--- src/rtl/mul_share_arbiter.sv ---
// Round-robin sequencer sharing one multi-cycle multiplier core among NUM_REQ clients.
// Define MUL_ARB_TIMEOUT_EN to build a watchdog that aborts WAIT after TIMEOUT cycles.
module mul_share_arbiter #(
  parameter int NUM_REQ = 4,
  parameter int WIDTH   = 32,
  parameter int TIMEOUT = 64
) (
  input  logic                       clk,
  input  logic                       rst_n,
  input  logic [NUM_REQ-1:0]         req_valid,
  output logic [NUM_REQ-1:0]         req_ready,
  input  logic [NUM_REQ-1:0]         req_sign,
  input  logic [NUM_REQ*WIDTH-1:0]   req_a,
  input  logic [NUM_REQ*WIDTH-1:0]   req_b,
  output logic                       mul_load,
  output logic                       mul_sign,
  output logic [WIDTH-1:0]           mul_multiplicand,
  output logic [WIDTH-1:0]           mul_multiplier,
  input  logic                       mul_done,
  input  logic [2*WIDTH-1:0]         mul_result,
  output logic                       rsp_valid,
  input  logic                       rsp_ready,
  output logic [$clog2(NUM_REQ)-1:0] rsp_id,
  output logic [2*WIDTH-1:0]         rsp_data,
  output logic                       rsp_err,
  output logic                       busy
);

  localparam int ID_W = $clog2(NUM_REQ);

  // Handshakes: req_* transfers when req_valid[i] && req_ready[i] (IDLE only);
  // rsp_* transfers when rsp_valid && rsp_ready, and rsp_* holds steady until then.

  typedef enum logic [1:0] {
    IDLE  = 2'd0,
    ISSUE = 2'd1,
    WAIT  = 2'd2,
    RESP  = 2'd3
  } state_t;

  state_t             state;
  state_t             state_next;
  logic [ID_W-1:0]    rr_ptr;
  logic [ID_W-1:0]    grant_id;
  logic               grant_found;
  logic [ID_W-1:0]    cap_id;
  logic               cap_sign;
  logic [WIDTH-1:0]   cap_a;
  logic [WIDTH-1:0]   cap_b;
  logic [2*WIDTH-1:0] data_q;
  logic               timeout_hit;
  int                 cand;

  // Search starts just past the last winner so every active client is served once per round.
  always_comb begin
    grant_found = 1'b0;
    grant_id    = '0;
    cand        = 0;
    for (int k = 1; k <= NUM_REQ; k++) begin
      cand = int'(rr_ptr) + k;
      if (cand >= NUM_REQ) cand = cand - NUM_REQ;
      if (!grant_found && req_valid[ID_W'(cand)]) begin
        grant_found = 1'b1;
        grant_id    = ID_W'(cand);
      end
    end
  end

  always_comb begin
    state_next = state;
    req_ready  = '0;
    case (state)
      IDLE: begin
        if (grant_found) begin
          req_ready[grant_id] = 1'b1;
          state_next          = ISSUE;
        end
      end
      ISSUE: state_next = WAIT;
      WAIT: begin
        if (mul_done || timeout_hit) state_next = RESP;
      end
      RESP: begin
        if (rsp_ready) state_next = IDLE;
      end
      default: state_next = IDLE;
    endcase
  end

  always_ff @(posedge clk or negedge rst_n) begin
    if (!rst_n) begin
      state    <= IDLE;
      rr_ptr   <= ID_W'(NUM_REQ - 1);
      cap_id   <= '0;
      cap_sign <= 1'b0;
      cap_a    <= '0;
      cap_b    <= '0;
      data_q   <= '0;
    end else begin
      state <= state_next;
      if (state == IDLE && grant_found) begin
        rr_ptr   <= grant_id;
        cap_id   <= grant_id;
        cap_sign <= req_sign[grant_id];
        cap_a    <= req_a[grant_id*WIDTH +: WIDTH];
        cap_b    <= req_b[grant_id*WIDTH +: WIDTH];
      end
      // A watchdog abort reports a zero product rather than stale data.
      if (state == WAIT && (mul_done || timeout_hit)) begin
        data_q <= mul_done ? mul_result : '0;
      end
    end
  end

`ifdef MUL_ARB_TIMEOUT_EN
  localparam int CNT_W = $clog2(TIMEOUT + 1);

  logic [CNT_W-1:0] wait_cnt;
  logic             err_q;

  assign timeout_hit = (state == WAIT) && !mul_done && (wait_cnt == CNT_W'(TIMEOUT - 1));
  assign rsp_err     = err_q;

  always_ff @(posedge clk or negedge rst_n) begin
    if (!rst_n) begin
      wait_cnt <= '0;
      err_q    <= 1'b0;
    end else begin
      if (state == ISSUE) begin
        wait_cnt <= '0;
      end else if (state == WAIT) begin
        wait_cnt <= wait_cnt + 1'b1;
        if (mul_done) err_q <= 1'b0;
        else if (timeout_hit) err_q <= 1'b1;
      end
    end
  end
`else
  assign timeout_hit = 1'b0;
  assign rsp_err     = 1'b0;

  // TIMEOUT has no effect without the watchdog; referenced here only to keep it bound.
  if (TIMEOUT < 1) begin : g_timeout_unused
  end
`endif

  assign mul_load         = (state == ISSUE);
  assign mul_sign         = cap_sign;
  assign mul_multiplicand = cap_a;
  assign mul_multiplier   = cap_b;
  assign rsp_valid        = (state == RESP);
  assign rsp_id           = cap_id;
  assign rsp_data         = data_q;
  assign busy             = (state != IDLE);

endmodule

--- config.mk ---
export PLATFORM = sky130hd
export DESIGN_NAME = mul_share_arbiter
export DESIGN_NICKNAME = d
export VERILOG_FILES = /design/src/rtl/mul_share_arbiter.sv
export SDC_FILE = /design/constraint.sdc
export NUM_CORES = 1
export LEC_CHECK = 0
export ABC_AREA = 1
export CAP_MARGIN = 0
export CORE_AREA = 2 2 181 183
export DETAILED_ROUTE_END_ITERATION = 8
export DIE_AREA = 0 0 183 185
export PLACE_DENSITY = 0.56
export SETUP_SLACK_MARGIN = 0.15
export SLEW_MARGIN = 20
export SYNTH_ARGS = -nofsm -noshare
export SYNTH_HDL_FRONTEND = slang
export SYNTH_SLANG_ARGS = --single-unit
--- constraint.sdc ---
create_clock -name clk -period 4.2 [get_ports clk]
set_clock_uncertainty 0.1 [all_clocks]
set_input_delay 0.84 -clock clk [delete_from_list [all_inputs] [get_ports clk]]
set_output_delay 0.84 -clock clk [all_outputs]
set_load 0.005 [all_outputs]
==> results of run 1 <==
[final timing paths]
path                                     startpoint                   end  cells after the start
min in group asynchronous                     rst_n          rsp_data[49]                      1
worst min register to register  mul_multiplicand[3]   mul_multiplicand[3]                      2
worst max register to register            rr_ptr[0]  mul_multiplicand[25]                     14
worst max-delay path                   req_valid[2]          req_ready[0]                     11
max in group asynchronous                     rst_n    mul_multiplier[28]                      2
worst min-delay path            mul_multiplicand[3]   mul_multiplicand[3]                      2
[power by group]
group          switching [mW]  internal, mW  total (mW)  leakage [nW]
logic                    3.86          3.09        6.95          4.74
registers               0.351          1.99        2.34          1.63
clock network           0.639         0.838        1.48         0.272
[metal layers]
layer,vias up,track usage [%]
li1,4355,-
met1,4127,21.80
met2,338,34.02
met3,30,5.879
met4,0,5.696
met5,-,0
[layout make-up]
class / count / area share (%)
Sequential cell: 135 / 24.52
Multi-Input combinational cell: 688 / 27.02
Timing Repair Buffer: 483 / 34.82
Tap cell: 408 / 3.702
Antenna cell: 4 / 0.07260
Clock inverter: 13 / 0.8893
Clock buffer: 19 / 3.212
Inverter: 211 / 5.762
[kinds of logic (layout without fill, tap and decap cells)]
group,Yosys count,in the layout
AOI/OAI and AO/OA,42,42
adders and majority gates,4,4
buffers and inverters,283,726
DFF,135,135
muxes,64,64
other,1,5
and+or+nand+nor,577,577
[worst reg2reg max path: stages (launching register included)]
cell     delay [ns]
dfstp_2        0.63
inv_4          0.09
nand2_1        0.07
nand2_1        0.11
nand2_1        0.15
nand2_2        0.09
nor2_4         0.13
nand4_1        0.17
nand3_4        0.14
buf_4          0.55
nand2_1        0.15
nand3_1        0.17
nand2_1        0.09
nand2_1        0.06
nand2_1        0.06
[state kept, by name (all words and copies together) (netlist names)]
name and cells:
mul_multiplier 32, rr_ptr 2, rsp_id 2, state 2, mul_sign 1, rsp_data 64
mul_multiplicand 32
[stage by stage]
step / std cells / cell area [sq um] / power (mW) / hold WS (ns)
2_1_floorplan: 1106 / 8265 / 6.677 / 0.3724
3_3_place_gp: 1925 / 13210 / 9.402 / 0.3600
3_5_place_dp: 1925 / 13210 / 9.452 / 0.3640
4_1_cts: 1957 / 13780 / 11.00 / 0.3814
5_1_grt: 1960 / 13790 / 11.80 / 0.4025
6_report: 1961 / 13790 / 10.77 / 0.3776
[cell usage after synthesis (2+ instances only)]
| cell | count | share of area, % |
|---|---|---|
| clkbuf_1 | 10 | 0.45 |
| ha_1 | 4 | 0.61 |
| nand4_1 | 68 | 5.1 |
| dfstp_2 | 2 | 0.64 |
| nand3_1 | 137 | 8.3 |
| or2_2 | 33 | 2.5 |
| buf_2 | 48 | 2.9 |
| inv_2 | 3 | 0.14 |
| buf_4 | 11 | 1.0 |
| a21oi_1 | 5 | 0.30 |
| nand2_2 | 2 | 0.15 |
| nor2_4 | 3 | 0.41 |
| nand2_1 | 323 | 15 |
| buf_6 | 2 | 0.27 |
| o21ai_0 | 2 | 0.12 |
| inv_1 | 206 | 9.4 |
| mux2_2 | 64 | 8.7 |
| o211ai_1 | 33 | 3.0 |
| dfrtp_1 | 133 | 40 |
| nor2_1 | 7 | 0.32 |
==> results.json, run 1 <==
{
  "status": "finished, final reports clean",
  "min_period_ns": 3.828,
  "overflow": 0,
  "syn_area_sq_um": 8265,
  "ir_drop_mv": 0.7657,
  "grt_pass1_wl_mm": 49.57,
  "start_util_pct": 25.80,
  "crit_top_cell": "nand2_1",
  "synth_edf_count": 0,
  "dp_slack_ns": 0.3739,
  "cts_setup_buffers": 0,
  "min_path_type": "flop to flop",
  "dp_hpwl_mm": 24.15,
  "slew-limit-headroom_pct": 36.29,
  "max_freq_mhz": 261.3,
  "path_delay_family": "simple AND/OR/NAND/NOR gates",
  "async_flop_share_pct": 100.0,
  "post-route-util_pct": 43.03,
  "critPathKind": "input port to primary output",
  "h-tree-depth": 4,
  "wl_met2_mm": 16.44,
  "wl_met1_mm": 13.16,
  "critical_path.max_stage_delay_ns": 0.50,
  "clk_pin_slew_worst_paths_ns": 0.06,
  "grt_pass1_vias": 8682,
  "powerDensity_nw_per_um2": 780.8,
  "root_buffer": "clkbuf_16",
  "num_rows": 66,
  "wl_met3_mm": 2.582,
  "finalSetupTns_ns": 0,
  "mostFrequentLayoutCell": "clkdlybuf4s50_1",
  "syn_inst": 1106,
  "ys_seq_area_share_pct": 40.90,
  "ff_latch_area_sq_um": 3381,
  "synth_fa_ha_area_share_pct": 0.6055,
  "place_congestion": 0.8850,
  "multi_input_area_sq_um": 3726,
  "r2r_setup_slack_ns": 1.34,
  "drtIter0Drc": 327,
  "path_buf_inv": 2,
  "synth-simple-area-share_pct": 31.88,
  "ys.flop_type": "dfrtp_1",
  "cp_slowest_cell": "clkdlybuf4s50_1",
  "synth-xor-area-share_pct": 0,
  "crit_fanout": 5,
  "fin_crit_sh_pct": 91.14,
  "nNetsFinal": 1872,
  "vias": 8850,
  "synth_seq_cells": 135,
  "arrival_ns": 2.89,
  "slew_violations": 0,
  "layout_common_cells": "clkdlybuf4s50_1 (468), nand2_1 (321), inv_1 (206), nand3_1 (136), dfrtp_1 (133)",
  "cts_sinks": 135,
  "ys_warn_count": 0,
  "synth_top_family_by_area": "simple AND/OR/NAND/NOR gates",
  "numCtsBuffers": 17,
  "die_area_sq_um": 33860,
  "n_fill_cell": 3239,
  "finalWorstSetupSlack_ns": 0.3723,
  "core_sq_um": 32040,
  "hold_viol": 0,
  "syn_area_per_cell_sq_um": 7.473,
  "routed.top_layer": "met4",
  "die_h_um": 185,
  "drc": 0,
  "cts_hold_buf": 0,
  "dr.pass1.iters": 5,
  "synth_cell_types": 30,
  "num_io_pins": 471,
  "setup_violations": 0,
  "clk_latency_ns": 0.42,
  "wl_per_cell_um": 16.72,
  "drt-total-wl_mm": 32.79,
  "port_buffers": 469,
  "grtUsageTotal_pct": 19.03,
  "end_kind": "primary output",
  "crit_path_start_kind": "input port",
  "via_per_inst": 4.513,
  "crit_chain": "clkdlybuf4s50_1 -> nand2_1 -> nand2_1 -> nand2_1 -> nand2_2 -> nor2_4 -> nand4_1 -> nand2_4 -> or2_1 -> nor2_1 -> clkdlybuf4s50_1",
  "grt_max_degree": 90,
  "max_slew.worst_pin.slew_ns": 0.9534,
  "post_cts_resized": 0,
  "syn-num-nets": 1442,
  "drive_gt1_share_pct": 10.26,
  "yosys-mux-area-fraction_pct": 8.719,
  "clockBufferDepth": 2,
  "drv_cap": 0,
  "antenna_found_initial": 4,
  "critical_path_required_ns": 3.26,
  "power.leakage_nw": 6.645,
  "cts_tree": "yes",
  "synth_compound_area_share_pct": 3.557,
  "die_x_um": 183,
  "rsz0062_at_grt": "no",
  "drtAntennaViolNets": 0,
  "syn2layout_area_growth_pct": 66.82
}
(Power assumes the default switching activity.)
==> run 2, diff against run 1 <==
--- a/config.mk
+++ b/config.mk
@@ -10,6 +10,7 @@
 export CORE_AREA = 2 2 181 183
 export DETAILED_ROUTE_END_ITERATION = 8
 export DIE_AREA = 0 0 183 185
+export GPL_ROUTABILITY_DRIVEN = 0
 export PLACE_DENSITY = 0.56
 export SETUP_SLACK_MARGIN = 0.15
 export SLEW_MARGIN = 20
==> results of run 2 <==
Final layout, timing and power as in run 1 (identical DEF).
==> run 3, diff against run 2 <==
--- a/config.mk
+++ b/config.mk
@@ -7,13 +7,15 @@
 export LEC_CHECK = 0
 export ABC_AREA = 1
 export CAP_MARGIN = 0
-export CORE_AREA = 2 2 181 183
+export CELL_PAD_IN_SITES_DETAIL_PLACEMENT = 0
+export CELL_PAD_IN_SITES_GLOBAL_PLACEMENT = 1
+export CORE_AREA = 2 2 180 182
 export DETAILED_ROUTE_END_ITERATION = 8
-export DIE_AREA = 0 0 183 185
+export DIE_AREA = 0 0 182 184
 export GPL_ROUTABILITY_DRIVEN = 0
-export PLACE_DENSITY = 0.56
+export PLACE_DENSITY = 0.79
 export SETUP_SLACK_MARGIN = 0.15
-export SLEW_MARGIN = 20
+export SLEW_MARGIN = 40
 export SYNTH_ARGS = -nofsm -noshare
 export SYNTH_HDL_FRONTEND = slang
 export SYNTH_SLANG_ARGS = --single-unit
==> results.json, run 3 (synthesis results as in run 1) <==
{
  "wl_per_cell_um": 17.18,
  "cts_sinks": 135,
  "die_area_sq_um": 33490,
  "grt_pass1_vias": 8655,
  "grt_pass1_wl_mm": 49.64,
  "min_path_type": "input port to async pin",
  "overflow": 0,
  "powerDensity_nw_per_um2": 789.6,
  "cp_slowest_cell": "clkdlybuf4s50_1",
  "drc": 0,
  "critPathKind": "input port to primary output",
  "vias": 8807,
  "drive_gt1_share_pct": 10.50,
  "ir_drop_mv": 0.8926,
  "clockBufferDepth": 2,
  "clk_latency_ns": 0.41,
  "status": "finished, final reports clean",
  "max_slew.worst_pin.slew_ns": 0.7621,
  "setup_violations": 0,
  "dp_hpwl_mm": 24.49,
  "grtUsageTotal_pct": 19.25,
  "fin_crit_sh_pct": 90.91,
  "drt-total-wl_mm": 33.57,
  "nNetsFinal": 1875,
  "antenna_found_initial": 0,
  "drtIter0Drc": 402,
  "cts_setup_buffers": 0,
  "finalWorstSetupSlack_ns": 0.3816,
  "crit_path_start_kind": "input port",
  "start_util_pct": 26.33,
  "arrival_ns": 2.88,
  "drv_cap": 0,
  "num_rows": 65,
  "antenna_cells": 0,
  "finalSetupTns_ns": 0,
  "crit_chain": "clkdlybuf4s50_1 -> nand2_1 -> nand2_1 -> nand2_1 -> nand2_2 -> nor2_4 -> nand4_1 -> nand3_4 -> or2_1 -> nor2_1 -> clkdlybuf4s50_1",
  "h-tree-depth": 4,
  "min_period_ns": 3.818,
  "dr.pass1.iters": 4,
  "crit_end": "req_ready[2]",
  "worstRegToRegCells": 13,
  "whs_ns": 0.3374,
  "hold_viol": 0,
  "slew-limit-headroom_pct": 49.20,
  "crit_top_cell": "nand2_1",
  "r2r_setup_slack_ns": 0.98,
  "critical_path_required_ns": 3.26,
  "die_h_um": 184,
  "rsz0062_at_grt": "no",
  "end_kind": "primary output",
  "clk_pin_slew_worst_paths_ns": 0.08,
  "grt_max_degree": 88,
  "cts_hold_buf": 0,
  "port_buffers": 469,
  "via_per_inst": 4.507,
  "core_sq_um": 31390,
  "max_freq_mhz": 261.9,
  "slew_violations": 0,
  "post_cts_resized": 0,
  "layout_common_cells": "clkdlybuf4s50_1 (468), nand2_1 (321), inv_1 (206), nand3_1 (136), dfrtp_1 (133)",
  "num_io_pins": 471,
  "numCtsBuffers": 17,
  "dp_slack_ns": 0.3824,
  "cts_tree": "yes",
  "power.leakage_nw": 6.693,
  "syn2layout_area_growth_pct": 67.64,
  "reg2reg_from": "rr_ptr[0]",
  "crit_fanout": 5,
  "largest_register_ffs": 64,
  "critical_path.max_stage_delay_ns": 0.50,
  "mostFrequentLayoutCell": "clkdlybuf4s50_1",
  "drtAntennaViolNets": 0,
  "worstSetupStartpoint": "req_valid[2]",
  "root_buffer": "clkbuf_16",
  "timing.rr.end": "mul_multiplier[1]",
  "die_x_um": 182
}
## run 3: cell types whose count changed in the layout (fill, tap and decap cells not counted), sizes merged
cell,delta
inv,+5
clkinvlp,-3
diode,-4
clkbuf,-2
buf,+3
## run 3: worst max-delay path, delay by kind of cell
| family | cells | cell delay (ns) |
|---|---|---|
| buf+inv | 2 | 0.97 |
| simple gates | 9 | 1.06 |
## run 3: cell type report
cell class	count	area, sq um
clock buffer	17	425.4
clock inverter	15	178.9
fill	3133	17540
inverter	211	794.5
multi-input combinational	688	3726
sequential	135	3381
tap	402	503.0
timing repair buffer	486	4847
## run 3: how the worst min path moves through the flow
stage                               from              endpoint  slack [ns]  cells after the start
floorplan           mul_multiplicand[10]  mul_multiplicand[10]        0.37                      2
finish                             rst_n  mul_multiplicand[11]        0.34                      1
global placement     mul_multiplicand[5]   mul_multiplicand[5]        0.36                      2
CTS                                rst_n   mul_multiplicand[7]        0.35                      1
detailed placement   mul_multiplicand[1]   mul_multiplicand[1]        0.36                      2
global route                       rst_n  mul_multiplicand[11]        0.37                      1
## run 3: routing by layer
metal / global-route usage, % / vias up / part of all wire, %
met5: 0 / - / 0
met4: 4.968 / 0 / 1.6
met3: 5.745 / 28 / 8.2
met2: 35.57 / 334 / 51
met1: 21.55 / 4096 / 40
li1: - / 4349 / -
## run 3: per-stage QoR
stage               cells  utilization, %  instance area (sq um)  power [mW]
global placement     1921           42.11                  13220       9.325
detailed placement   1922           42.21                  13250       9.467
floorplan            1106               -                   8265       6.677
global route         1954           44.14                  13860       11.90
finish               1954           44.14                  13860       10.94
CTS                  1954           44.14                  13860       11.13
## run 3: where the power goes
part	internal [mW]	leakage [nW]	total, mW	switching [mW]
Combinational	3.12	4.77	6.98	3.87
Sequential	1.99	1.63	2.37	0.386
Clock	0.856	0.298	1.58	0.727
Total	5.96	6.69	10.9	4.98
